File: config.mk
export PLATFORM = sky130hd
export DESIGN_NAME = alu_result_collector
export DESIGN_NICKNAME = d
export VERILOG_FILES = /design/src/rtl/alu_result_pkg.sv /design/src/rtl/result_fifo.sv /design/src/rtl/alu_result_collector.sv
export SDC_FILE = /design/constraint.sdc
export NUM_CORES = 1
export LEC_CHECK = 0
export BUFFER_PORTS_ARGS = -buffer_cell sky130_fd_sc_hd__buf_2
export CELL_PAD_IN_SITES_DETAIL_PLACEMENT = 0
export CELL_PAD_IN_SITES_GLOBAL_PLACEMENT = 1
export CORE_MARGIN = 4
export CORE_UTILIZATION = 40
export DETAILED_ROUTE_END_ITERATION = 8
export PLACE_DENSITY_LB_ADDON = 0.1
export SYNTH_ARGS = -nofsm -noshare
export SYNTH_HDL_FRONTEND = slang
export SYNTH_SLANG_ARGS = --single-unit
File: constraint.sdc
create_clock -name wb_clk_i -period 4.15 [get_ports wb_clk_i]
set_input_delay 1.0375 -clock wb_clk_i [delete_from_list [all_inputs] [get_ports wb_clk_i]]
set_output_delay 1.0375 -clock wb_clk_i [all_outputs]
set_load 0.02 [all_outputs]
File: src/rtl/alu_result_pkg.sv
// Shared constants for the ALU result collector: register offsets, STATUS bits, entry layout.
// Define ALU_RESULT_TIMESTAMP_EN to widen entries to 32 bits with a cycle stamp.
package alu_result_pkg;

    localparam logic [1:0] REG_STATUS = 2'd0;
    localparam logic [1:0] REG_DATA   = 2'd1;
    localparam logic [1:0] REG_CTRL   = 2'd2;
    localparam logic [1:0] REG_TSNOW  = 2'd3;

    localparam int ST_COUNT_LSB = 0;
    localparam int ST_COUNT_W   = 6;
    localparam int ST_EMPTY     = 8;
    localparam int ST_FULL      = 9;
    localparam int ST_OVF       = 10;
    localparam int ST_UDF       = 11;

    localparam int OUT1_LSB = 0;
    localparam int OUT2_LSB = 4;
    localparam int C1_BIT   = 8;
    localparam int C2_BIT   = 9;
    localparam int X_LSB    = 10;
    localparam int Y_BIT    = 14;

`ifdef ALU_RESULT_TIMESTAMP_EN
    localparam int TS_LSB  = 16;
    localparam int ENTRY_W = 32;
`else
    localparam int ENTRY_W = 15;
`endif

endpackage

File: src/rtl/result_fifo.sv
// Synchronous FIFO with flush; read data is the head entry (0 when empty).
module result_fifo #(
    parameter int DEPTH = 8,
    parameter int W     = 15,
    localparam int AW   = $clog2(DEPTH)
) (
    input  logic          clk_i,
    input  logic          rst_ni,
    input  logic          push_i,
    input  logic          pop_i,
    input  logic          flush_i,
    input  logic [W-1:0]  wdata_i,
    output logic [W-1:0]  rdata_o,
    output logic          full_o,
    output logic          empty_o,
    output logic [AW:0]   count_o
);

    logic [W-1:0]  mem_q [DEPTH];
    logic [AW-1:0] wptr_q, wptr_d, rptr_q, rptr_d;
    logic [AW:0]   count_q, count_d;
    logic          do_push, do_pop;

    assign empty_o = (count_q == '0);
    assign full_o  = (count_q == (AW+1)'(DEPTH));
    assign do_pop  = pop_i && !empty_o;
    // A full FIFO still accepts a push when the head leaves in the same cycle.
    assign do_push = push_i && (!full_o || do_pop);

    always_comb begin
        wptr_d  = wptr_q;
        rptr_d  = rptr_q;
        count_d = count_q;
        if (flush_i) begin
            wptr_d  = '0;
            rptr_d  = '0;
            count_d = '0;
        end else begin
            if (do_push) wptr_d = wptr_q + 1'b1;
            if (do_pop)  rptr_d = rptr_q + 1'b1;
            case ({do_push, do_pop})
                2'b10:   count_d = count_q + 1'b1;
                2'b01:   count_d = count_q - 1'b1;
                default: count_d = count_q;
            endcase
        end
    end

    always_ff @(posedge clk_i or negedge rst_ni) begin
        if (!rst_ni) begin
            wptr_q  <= '0;
            rptr_q  <= '0;
            count_q <= '0;
        end else begin
            wptr_q  <= wptr_d;
            rptr_q  <= rptr_d;
            count_q <= count_d;
        end
    end

    always_ff @(posedge clk_i) begin
        if (do_push && !flush_i) mem_q[wptr_q] <= wdata_i;
    end

    assign rdata_o = empty_o ? '0 : mem_q[rptr_q];
    assign count_o = count_q;

endmodule

File: src/rtl/alu_result_collector.sv
// Captures dual-ALU/XOR result bundles into a FIFO and serves them over a Wishbone slave.
// Optional ALU_RESULT_TIMESTAMP_EN stamps entries with a 16-bit cycle counter and adds TSNOW.
module alu_result_collector #(
    parameter int          DEPTH      = 8,
    parameter logic [31:0] ADDR_BASE  = 32'h3000_0000,
    parameter int          IRQ_THRESH = 4
) (
    input  logic        wb_clk_i,
    input  logic        wb_rst_n_i,
    input  logic        cap_i,
    input  logic [1:0]  active_i,
    input  logic [3:0]  alu_out1_i,
    input  logic [3:0]  alu_out2_i,
    input  logic        carry1_i,
    input  logic        carry2_i,
    input  logic [3:0]  x_i,
    input  logic        y_i,
    input  logic        wbs_stb_i,
    input  logic        wbs_cyc_i,
    input  logic        wbs_we_i,
    input  logic [3:0]  wbs_sel_i,
    input  logic [31:0] wbs_adr_i,
    input  logic [31:0] wbs_dat_i,
    output logic        wbs_ack_o,
    output logic [31:0] wbs_dat_o,
    output logic        irq_o
);
    import alu_result_pkg::*;

    localparam int CW = $clog2(DEPTH) + 1;
    localparam logic [CW-1:0] THRESH = CW'(IRQ_THRESH);

    logic               ack_q, irq_q, ovf_q, udf_q;
    logic               ack_d, irq_d, ovf_d, udf_d;
    logic [31:0]        dat_q, dat_d, status;
    logic [1:0]         off;
    logic               req, rd, wr_ctrl, push, pop, flush, clr;
    logic [ENTRY_W-1:0] entry, head;
    logic               full, empty;
    logic [CW-1:0]      count;
    logic               unused_bits;

    assign off     = wbs_adr_i[3:2];
    assign req     = wbs_stb_i && wbs_cyc_i && (wbs_adr_i[31:4] == ADDR_BASE[31:4]) && !ack_q;
    assign rd      = req && !wbs_we_i;
    assign wr_ctrl = req && wbs_we_i && (off == REG_CTRL) && wbs_sel_i[0];
    // Pop is taken on the request cycle so a held strobe cannot pop twice.
    assign pop     = rd && (off == REG_DATA);
    assign flush   = wr_ctrl && wbs_dat_i[1];
    assign clr     = wr_ctrl && wbs_dat_i[0];
    assign push    = cap_i && (active_i == 2'b00);

    assign unused_bits = ^{wbs_adr_i[1:0], wbs_sel_i[3:1], wbs_dat_i[31:2]};

`ifdef ALU_RESULT_TIMESTAMP_EN
    logic [15:0] ts_q;
    always_ff @(posedge wb_clk_i or negedge wb_rst_n_i) begin
        if (!wb_rst_n_i) ts_q <= '0;
        else             ts_q <= ts_q + 1'b1;
    end
`endif

    always_comb begin
        entry = '0;
        entry[OUT1_LSB +: 4] = alu_out1_i;
        entry[OUT2_LSB +: 4] = alu_out2_i;
        entry[C1_BIT]        = carry1_i;
        entry[C2_BIT]        = carry2_i;
        entry[X_LSB +: 4]    = x_i;
        entry[Y_BIT]         = y_i;
`ifdef ALU_RESULT_TIMESTAMP_EN
        entry[TS_LSB +: 16]  = ts_q;
`endif
    end

    result_fifo #(.DEPTH(DEPTH), .W(ENTRY_W)) u_fifo (
        .clk_i   (wb_clk_i),
        .rst_ni  (wb_rst_n_i),
        .push_i  (push),
        .pop_i   (pop),
        .flush_i (flush),
        .wdata_i (entry),
        .rdata_o (head),
        .full_o  (full),
        .empty_o (empty),
        .count_o (count)
    );

    always_comb begin
        status = '0;
        status[ST_COUNT_LSB +: ST_COUNT_W] = ST_COUNT_W'(count);
        status[ST_EMPTY] = empty;
        status[ST_FULL]  = full;
        status[ST_OVF]   = ovf_q;
        status[ST_UDF]   = udf_q;
    end

    always_comb begin
        dat_d = '0;
        if (rd) begin
            case (off)
                REG_STATUS: dat_d = status;
                REG_DATA:   dat_d[ENTRY_W-1:0] = head;
`ifdef ALU_RESULT_TIMESTAMP_EN
                REG_TSNOW:  dat_d[15:0] = ts_q;
`endif
                default:    dat_d = '0;
            endcase
        end
    end

    // A same-cycle overflow wins over a clear so the newer event stays visible.
    assign ovf_d = (ovf_q && !clr) || (push && full && !pop && !flush);
    assign udf_d = (udf_q && !clr) || (pop && empty);
    assign ack_d = req;
    assign irq_d = (count >= THRESH);

    always_ff @(posedge wb_clk_i or negedge wb_rst_n_i) begin
        if (!wb_rst_n_i) begin
            ack_q <= 1'b0;
            dat_q <= '0;
            irq_q <= 1'b0;
            ovf_q <= 1'b0;
            udf_q <= 1'b0;
        end else begin
            ack_q <= ack_d;
            dat_q <= dat_d;
            irq_q <= irq_d;
            ovf_q <= ovf_d;
            udf_q <= udf_d;
        end
    end

    assign wbs_ack_o = ack_q;
    assign wbs_dat_o = dat_q;
    assign irq_o     = irq_q;

endmodule

==> results of run 1 <==
cell families after synthesis:
family                   after synthesis
AO/OA/AOI/OAI                         20
XOR/XNOR                               5
adder cells (fa/ha/maj)                3
buffers and inverters                 30
flip-flops                           149
multiplexers                          48
other                                  1
AND/OR/NAND/NOR                       79
final cells by class:
| type | count | share of cell area (%) |
|---|---|---|
| sequential | 149 | 58.8 |
| clock inverter | 10 | 1.78 |
| clock buffer | 22 | 6.30 |
| multi-input combinational | 172 | 22.6 |
| inverter | 1 | 0.0510 |
| tap | 184 | 3.13 |
| timing repair buffer | 93 | 7.37 |
Yosys cell counts, drive strengths merged:
master,n
o21ai,2
nor2,29
nand3,5
dfrtp,29
nand4,3
and3,2
and3b,1
a21o,1
or4,1
edfxtp,120
o41ai,1
mux2,7
a22oi,7
mux2i,11
or3b,1
nor4,9
a21oi,4
xor2,4
clkbuf,6
nor3,8
or3,1
and2,2
nand2,4
and4,2
buf,23
nor4bb,1
a22o,1
or2,1
mux4,30
inv,1
o21a,1
a211oi,1
nand3b,2
nand2b,1
ha,3
o211ai,1
xnor2,1
nor3b,5
and4b,1
conb,1
a31o,1
cell usage in the layout, fill, tap and decap left out, types with 2 or more instances in the layout:
cell and n:
mux4_2 30, xor2_1 4, mux2_2 7, mux2i_1 11
bufinv_16 3, a21oi_1 3, a22oi_1 7, nor4_2 4
nand4_1 3, clkbuf_16 17, conb_1 17, and2_1 2
clkinv_2 5, and4_2 2, dfrtp_2 2, ha_1 3
nand3b_1 2, and3_1 2, nor3b_2 4, buf_12 2
nand2_1 4, clkbuf_1 3, nor3_1 6, o21ai_0 2
clkbuf_8 2, edfxtp_1 120, nor4_1 4, nand3_1 5
buf_4 19, nor3_2 2, buf_2 72, dfrtp_1 27
nor2_1 29
report_power, final:
part           leakage [nW]  switching [mW]  internal [mW]  total, mW
registers              1.47          0.0786           1.70       1.78
logic                 0.912           0.150          0.118      0.269
clock network         0.294           0.559          0.973       1.53
worst paths after layout:
kind                                from                  to  slack (ns)  depth (start not counted)
max                        wbs_adr_i[31]  u_fifo.mem_q[4][1]        0.73                          8
min                                udf_q               udf_q        0.52                          1
max reg2reg                    wbs_ack_o  u_fifo.mem_q[4][1]        1.30                          7
min reg2reg                        udf_q               udf_q        0.52                          1
max in group asynchronous     wb_rst_n_i    u_fifo.rptr_q[1]        2.95                          1
min in group asynchronous     wb_rst_n_i        wbs_dat_o[0]        0.69                          1
per-layer routing:
layer,wire (microns),vias to the layer above,GRT usage [%]
li1,-,1496,-
met1,5830,1643,20.8
met2,5850,105,23.4
met3,829,12,5.24
met4,149,2,5.83
met5,7,-,0
stage by stage:
stage	util, %	setup slack, ns	cell area (sq um)	instances
final	49.9	0.731	7370	631
after global routing	49.9	0.635	7370	631
after floorplan	-	0.131	6160	351
after CTS	49.9	0.747	7370	631
after global placement	45.9	0.364	6770	599
after detailed placement	45.9	0.310	6770	599
worst reg2reg max path, delay by kind of cell, from the launching register on:
family / cells / cell delay, ns
AO/OA/AOI/OAI: 1 / 0.23
buffers and inverters: 1 / 0.21
flip-flops: 1 / 0.36
AND/OR/NAND/NOR: 5 / 1.74
state kept, by name (all words and copies together), names as in the netlist:
| register | flops |
|---|---|
| irq_o | 1 |
| ovf_q | 1 |
| u_fifo.count_o | 4 |
| u_fifo.mem_q | 120 |
| u_fifo.rptr_q | 3 |
| u_fifo.wptr_q | 3 |
| udf_q | 1 |
| wbs_ack_o | 1 |
| wbs_dat_o | 15 |
==> flow_summary.yaml, run 1 <==
run_status:
  status: "finished, final reports clean"
clocking:
  insertion_delay_ns: 0.41
  htreeDepth: 4
  cts_made_buffers: 17
  hold_buffers: 0
  clk_pin_slew_worst_paths_ns: 0.06
  root_buffer: "clkbuf_16"
  cts.sinks: 149
  cts_resized: 0
  cts_tree: "yes"
  clk_path_buf_depth: 2
  cts_post_setup_buffers_inserted: 0
final_layout:
  final-seq-area_sq_um: 4330
  syn_to_final_growth_pct: 20.9
  n_antenna_cell: 0
  final.fill_count: 1235
  final_nets: 528
  layout-drive-gt1-share_pct: 40.3
  multiInputGateArea_sq_um: 1660
sta:
  setup_viol: 0
  hold_viol_final: 0
  setup_tns_ns: 0
  max_freq_ghz: 0.292
  worstMarginPinSlew_ns: 1.09
  hold_ws_ns: 0.519
  relSlewSlack_pct: 27.6
  maxSlewViolCount: 0
  skew_ns: 0.0107
  period_share_pct: 82.4
  fin_crit_ns: 3.42
  rsz0062_at_grt: "false"
pwr:
  ir_drop_mv: 0.252
  power.leakage_nw: 2.67
  p_total_mw: 3.58
  power.density_nw_per_um2: 486
yosys:
  yosys.area.top_type: "edfxtp_1"
  synth_compound_area_share_pct: 2.46
  syn-cell-area_sq_um: 6090
  synth_warnings: 0
  synth_mux_area_share_pct: 14.2
  ys_types: 47
  synth_top_area_share_pct: 59.1
  ys_ff_latch: 149
  yosysSeqAreaShare_pct: 71.0
  synth_top_family_by_area: "multiplexers"
  synth_xor_area_share_pct: 0.719
  synth-simple-area-share_pct: 7.93
  synth.area.top_cells: "edfxtp_1 (59%), dfrtp_1 (12%), mux4_2 (11%)"
  synth_fa_ha_area_share_pct: 0.616
  netlist_instances: 335
  syn_area_per_cell_sq_um: 18.2
route:
  wl_mm: 12.7
  post_drt_wl_per_cell_microns: 20.1
  vias_per_cell: 5.16
  dr.pass1.iters: 4
  drt_iter0_markers: 204
  vias: 3258
  postRouteAntennaNets: 0
  drcViolationCount: 0
placed_design:
  io_buffers: 72
  hpwlAfterDp_mm: 8.00
  finalWeightedCongestion: 0.749
grt:
  grt_pass1_vias: 3453
  grt_pass1_wl_mm: 20.0
  track_usage_pct: 15.4
  antenna_found_initial: 1
  grt_max_degree: 33
  grt_overflow: 0
floorplan:
  core_sq_um: 14800
  ioPinCount: 125
  die-area_sq_um: 17300
  rows: 44
  die_w_microns: 131
  die_height_microns: 131
  start_util_pct: 41.3
worst_setup_path:
  start_kind: "input port"
  crit_required_ns: 4.26
  crit_chain: "buf_2, nor4bb_1, nand4_1, or4_4, a21oi_4, or3b_4, nor3b_2, buf_12"
  endpoint_kind: "flop"
  critPathBufInv: 2
  slowest_stage: "or4_4"
  slowest_delay_ns: 0.57
  cp.arrival_ns: 3.53
  crit_type: "in2reg"
  cp_top_family: "simple AND/OR/NAND/NOR gates"
  critPathMaxFanout: 13
hold_path:
  worstHoldPathType: "reg2reg"
job:
  maxCapViolations: 0
Power figures use the tool's default switching activity.
==> run 2, diff against run 1 <==
- clock period: 4.15 -> 3.57 ns (I/O delays scaled with it)
==> run 2 against run 1 <==
Sequential power grew 16%; sequential share of layout area decreased by 0.60 points; utilization rose by 0.50 points; worst setup slack worse by 0.23 ns; critical endpoint is now u_fifo.mem_q[4][3]; largest cell class unchanged.
==> flow_summary.yaml, run 2 (synthesis results as in run 1) <==
run_status:
  status: "finished, final reports clean"
grt:
  antenna_found_initial: 1
  grt_pass1_wl_mm: 19.4
  grt_max_degree: 30
  grt_pass1_vias: 3486
  grt_overflow: 0
  track_usage_pct: 14.9
route:
  wl_mm: 12.5
  vias: 3335
  drt_iter0_markers: 165
  dr.pass1.iters: 4
  post_drt_wl_per_cell_microns: 19.6
  postRouteAntennaNets: 0
  drcViolationCount: 0
  vias_per_cell: 5.24
placed_design:
  finalWeightedCongestion: 0.810
  io_buffers: 72
  hpwlAfterDp_mm: 8.16
  placedCellCount: 605
floorplan:
  start_util_pct: 41.3
  die_height_microns: 131
  die-area_sq_um: 17300
  rows: 44
  die_w_microns: 131
  ioPinCount: 125
  core_sq_um: 14800
worst_setup_path:
  slowest_delay_ns: 0.58
  crit_required_ns: 3.70
  crit_type: "in2reg"
  crit_chain: "buf_2, nor4_2, nand4_1, or4_4, a21oi_4, or3b_4, nor3b_4, buf_12"
  slowest_stage: "or4_4"
  critPathMaxFanout: 12
  cp.arrival_ns: 3.20
  start_kind: "input port"
  endpoint_kind: "flop"
final_layout:
  final.fill_count: 1236
  layout_common_cells: "edfxtp_1 (120), buf_2 (72), mux4_2 (30), nor2_1 (28), dfrtp_1 (28)"
  layout_commonest_cell: "edfxtp_1"
  largest_register: "u_fifo.mem_q"
  syn_to_final_growth_pct: 22.1
  n_antenna_cell: 0
  largest_register_ffs: 120
  final_nets: 534
  layout-drive-gt1-share_pct: 41.5
  finalNonFillerCells: 637
clocking:
  insertion_delay_ns: 0.42
  cts.sinks: 149
  cts_post_setup_buffers_inserted: 0
  hold_buffers: 0
  clk_pin_slew_worst_paths_ns: 0.06
  clk_path_buf_depth: 2
  root_buffer: "clkbuf_16"
  cts_resized: 0
  cts_made_buffers: 17
  htreeDepth: 4
  cts_tree: "yes"
job:
  maxCapViolations: 0
sta:
  setup_viol: 0
  rsz0062_at_grt: "false"
  max_freq_ghz: 0.325
  period_share_pct: 86.1
  relSlewSlack_pct: 32.0
  hold_ws_ns: 0.507
  fin_crit_ns: 3.07
  maxSlewViolCount: 0
  hold_viol_final: 0
  skew_ns: 0.00684
  worstMarginPinSlew_ns: 1.02
pwr:
  power.leakage_nw: 2.69
  p_total_mw: 4.09
  power.density_nw_per_um2: 549
  ir_drop_mv: 0.296
hold_path:
  worstHoldPathType: "reg2reg"
-- run 2: cell count changes in the layout (fill, tap and decap cells not counted), sizes merged --
cell	delta
clkinvlp	+3
clkbuf	-4
bufinv	-1
buf	+6
clkinv	+2
-- run 2: critical path: cells and delay by family --
family	cells	cell delay (ns)
AO/OA/AOI/OAI	1	0.18
AND/OR/NAND/NOR	5	1.81
buffers and inverters	2	0.29
-- run 2: path summary, 6_finish.rpt --
kind                            depth (start not counted)            endpoint           from  slack [ns]
worst max register to register                          7  u_fifo.mem_q[4][3]      wbs_ack_o        0.91
worst min-delay path                                    1               udf_q          udf_q        0.51
worst min register to register                          1               udf_q          udf_q        0.51
worst max-delay path                                    8  u_fifo.mem_q[4][3]  wbs_adr_i[16]        0.50
min in group asynchronous                               1        wbs_dat_o[0]     wb_rst_n_i        0.53
max in group asynchronous                               1    u_fifo.rptr_q[0]     wb_rst_n_i        2.53
-- run 2: area by class of cell --
cell class,count,area (sq um),share of cell area (%)
timing repair buffer,99,638,8.58
multi-input combinational,172,1670,22.5
sequential,149,4330,58.2
tap,184,230,3.09
inverter,1,3.75,0.0504
clock buffer,18,429,5.77
clock inverter,14,138,1.85
-- run 2: power breakdown --
part | switching [mW] | internal, mW | leakage, nW
clock network | 0.670 | 1.02 | 0.271
registers | 0.0942 | 1.98 | 1.47
logic | 0.177 | 0.146 | 0.957
-- run 2: metrics by stage --
stage,util [%],setup slack (ns),area (sq um),TNS (ns)
after CTS,50.4,0.470,7440,0
after floorplan,-,-0.304,6170,-12.05
after global placement,46.6,0.0616,6870,0
after detailed placement,46.6,0.0290,6870,0
after global routing,50.4,0.284,7440,0
final,50.4,0.498,7440,0
-- run 2: layer usage --
layer	track usage (%)	vias to the layer above	wire, microns
li1	-	1514	-
met1	19.0	1673	5520
met2	23.4	126	5890
met3	5.35	20	830
met4	6.30	2	218
met5	0	-	13
==> run 3, diff against run 2 <==
- CELL_PAD_IN_SITES_GLOBAL_PLACEMENT: 1 -> 2
- CORE_UTILIZATION: 40 -> 39
==> run 3 against run 2 <==
Non-clock buffer count is the same; routed wire length grew 2.7%; largest power group unchanged; hold slack gained 0.0074 ns; critical endpoint is now u_fifo.mem_q[5][3]; critical path depth grew 1; sequential share of layout area shrank 0.35 points; global-route usage grew 0.52 points; clock skew shrank 0.0020 ns; sequential cell count is the same.
==> flow_summary.yaml, run 3 (synthesis results as in run 1) <==
run_status:
  status: "finished, final reports clean"
route:
  drt_iter0_markers: 174
  vias: 3287
  wl_mm: 12.8
  post_drt_wl_per_cell_microns: 19.3
  postRouteAntennaNets: 0
  dr.pass1.iters: 5
  vias_per_cell: 4.95
  drcViolationCount: 0
placed_design:
  hpwlAfterDp_mm: 8.29
  finalWeightedCongestion: 0.718
  dpl-instance-area_sq_um: 6900
  io_buffers: 72
  placedCellCount: 632
final_layout:
  syn_to_final_growth_pct: 22.9
  largest_register_ffs: 120
  fin_util_pct: 49.1
  fin_area_sq_um: 7490
  layout_commonest_cell: "edfxtp_1"
  finalNonFillerCells: 664
  n_antenna_cell: 0
  layout_common_cells: "edfxtp_1 (120), buf_2 (72), mux4_2 (30), nor2_1 (28), dfrtp_1 (28)"
  layout-drive-gt1-share_pct: 41.1
  largest_register: "u_fifo.mem_q"
  final_nets: 534
sta:
  hold_viol_final: 0
  rsz0062_at_grt: "false"
  relSlewSlack_pct: 35.9
  setup_tns_ns: 0
  max_freq_ghz: 0.328
  maxSlewViolCount: 0
  fin_crit_ns: 3.05
  worstMarginPinSlew_ns: 0.962
  setup_viol: 0
  skew_ns: 0.00487
  period_share_pct: 85.5
worst_setup_path:
  slowest_stage: "or4_4"
  crit_chain: "buf_2, nor4_2, nand4_1, or4_4, a21oi_4, buf_4, nand3b_1, nor3b_2, buf_12"
  r2r_end: "u_fifo.mem_q[5][3]"
  rr_startpoint: "wbs_ack_o"
  cp_top_family: "simple AND/OR/NAND/NOR gates"
  endpoint_kind: "flop"
  critPathMaxFanout: 12
  crit_required_ns: 3.70
  slowest_delay_ns: 0.57
  r2r_cells: 8
  critPathBufInv: 3
  start_kind: "input port"
  crit_type: "in2reg"
  cp.arrival_ns: 3.18
  reg2reg_setup_slack_ns: 0.91
pwr:
  pwr-share-seq_pct: 49.8
  power.density_nw_per_um2: 556
  p_sw_mw: 0.948
  p_total_mw: 4.16
  pwr-share-clk_pct: 42.5
  swShare_pct: 22.8
  internal-power_mw: 3.21
  ir_drop_mv: 0.345
  power.leakage_nw: 2.70
  combinationalPowerShare_pct: 7.7
grt:
  grt_pass1_wl_mm: 19.9
  antenna_found_initial: 0
  grt_use_met2_pct: 22.8
  grt_max_degree: 30
  track_usage_pct: 15.5
  grt_use_met3_pct: 5.40
  grt_pass1_vias: 3383
  grt_overflow: 0
  grt_busiest_layer: "met2"
  met1_usage_pct: 21.8
hold_path:
  hold_start: "udf_q"
  holdPathStages: 1
  worstHoldPathType: "reg2reg"
  whs_endpoint: "udf_q"
clocking:
  cts_post_setup_buffers_inserted: 0
  cts_made_buffers: 17
  htreeDepth: 4
  cts.sinks: 149
  hold_buffers: 0
  root_buffer: "clkbuf_16"
  clk_pin_slew_worst_paths_ns: 0.06
  cts_resized: 0
  insertion_delay_ns: 0.42
  clk_path_buf_depth: 2
  cts_tree: "yes"
floorplan:
  core_sq_um: 15300
  start_util_pct: 39.9
  ioPinCount: 125
  die-area_sq_um: 17700
  die_w_microns: 133
  die_height_microns: 133
  rows: 45
job:
  maxCapViolations: 0
-- run 3: cell count changes in the layout (fill, tap and decap cells not counted), sizes merged --
cell      change
bufinv        +1
clkinvlp      -1
-- run 3: power by group through the flow --
stage / clock [mW] / combinational (mW) / sequential, mW
floorplan: 0 / 0.207 / 2.08
global placement: 0 / 0.319 / 2.10
detailed placement: 0 / 0.325 / 2.11
CTS: 1.81 / 0.327 / 2.07
global route: 1.89 / 0.362 / 2.09
finish: 1.77 / 0.319 / 2.07
-- run 3: how the worst max path moves through the flow --
stage                  startpoint                   to  slack [ns]  cells after the start
floorplan           wbs_adr_i[25]   u_fifo.mem_q[5][0]       -0.30                      6
global placement     wbs_adr_i[8]  u_fifo.mem_q[2][10]        0.07                      8
detailed placement   wbs_adr_i[8]  u_fifo.mem_q[2][11]        0.04                      8
CTS                  wbs_adr_i[8]   u_fifo.mem_q[5][3]        0.48                      9
global route         wbs_adr_i[8]   u_fifo.mem_q[5][3]        0.34                      9
finish              wbs_adr_i[16]   u_fifo.mem_q[5][3]        0.52                      9
-- run 3: area by class of cell --
class / instances / area, sq um
Multi-Input combinational cell: 172 / 1670
Timing Repair Buffer: 99 / 626
Clock inverter: 14 / 161
Inverter: 1 / 3.75
Tap cell: 211 / 264
Fill cell: 1275 / 7770
Sequential cell: 149 / 4330
Clock buffer: 18 / 429
-- run 3: layer usage --
layer	up-vias	share of wire (%)
li1	1518	-
met1	1642	46
met2	114	46
met3	13	6.9
met4	0	1.4
met5	-	0
-- run 3: metrics by stage --
step                setup slack [ns]  hold WS [ns]
floorplan                     -0.304         0.443
global placement              0.0661         0.489
detailed placement            0.0419         0.493
CTS                            0.477         0.514
global route                   0.337         0.517
finish                         0.519         0.514
-- run 3: worst reg2reg max path, cell delays in order (launching register included) --
cell and delay [ns]:
dfrtp_1 0.36, and3b_1 0.22, nand4_1 0.14, or4_4 0.54, a21oi_4 0.17, buf_4 0.14, nand3b_1 0.20, nor3b_2 0.37
buf_12 0.20
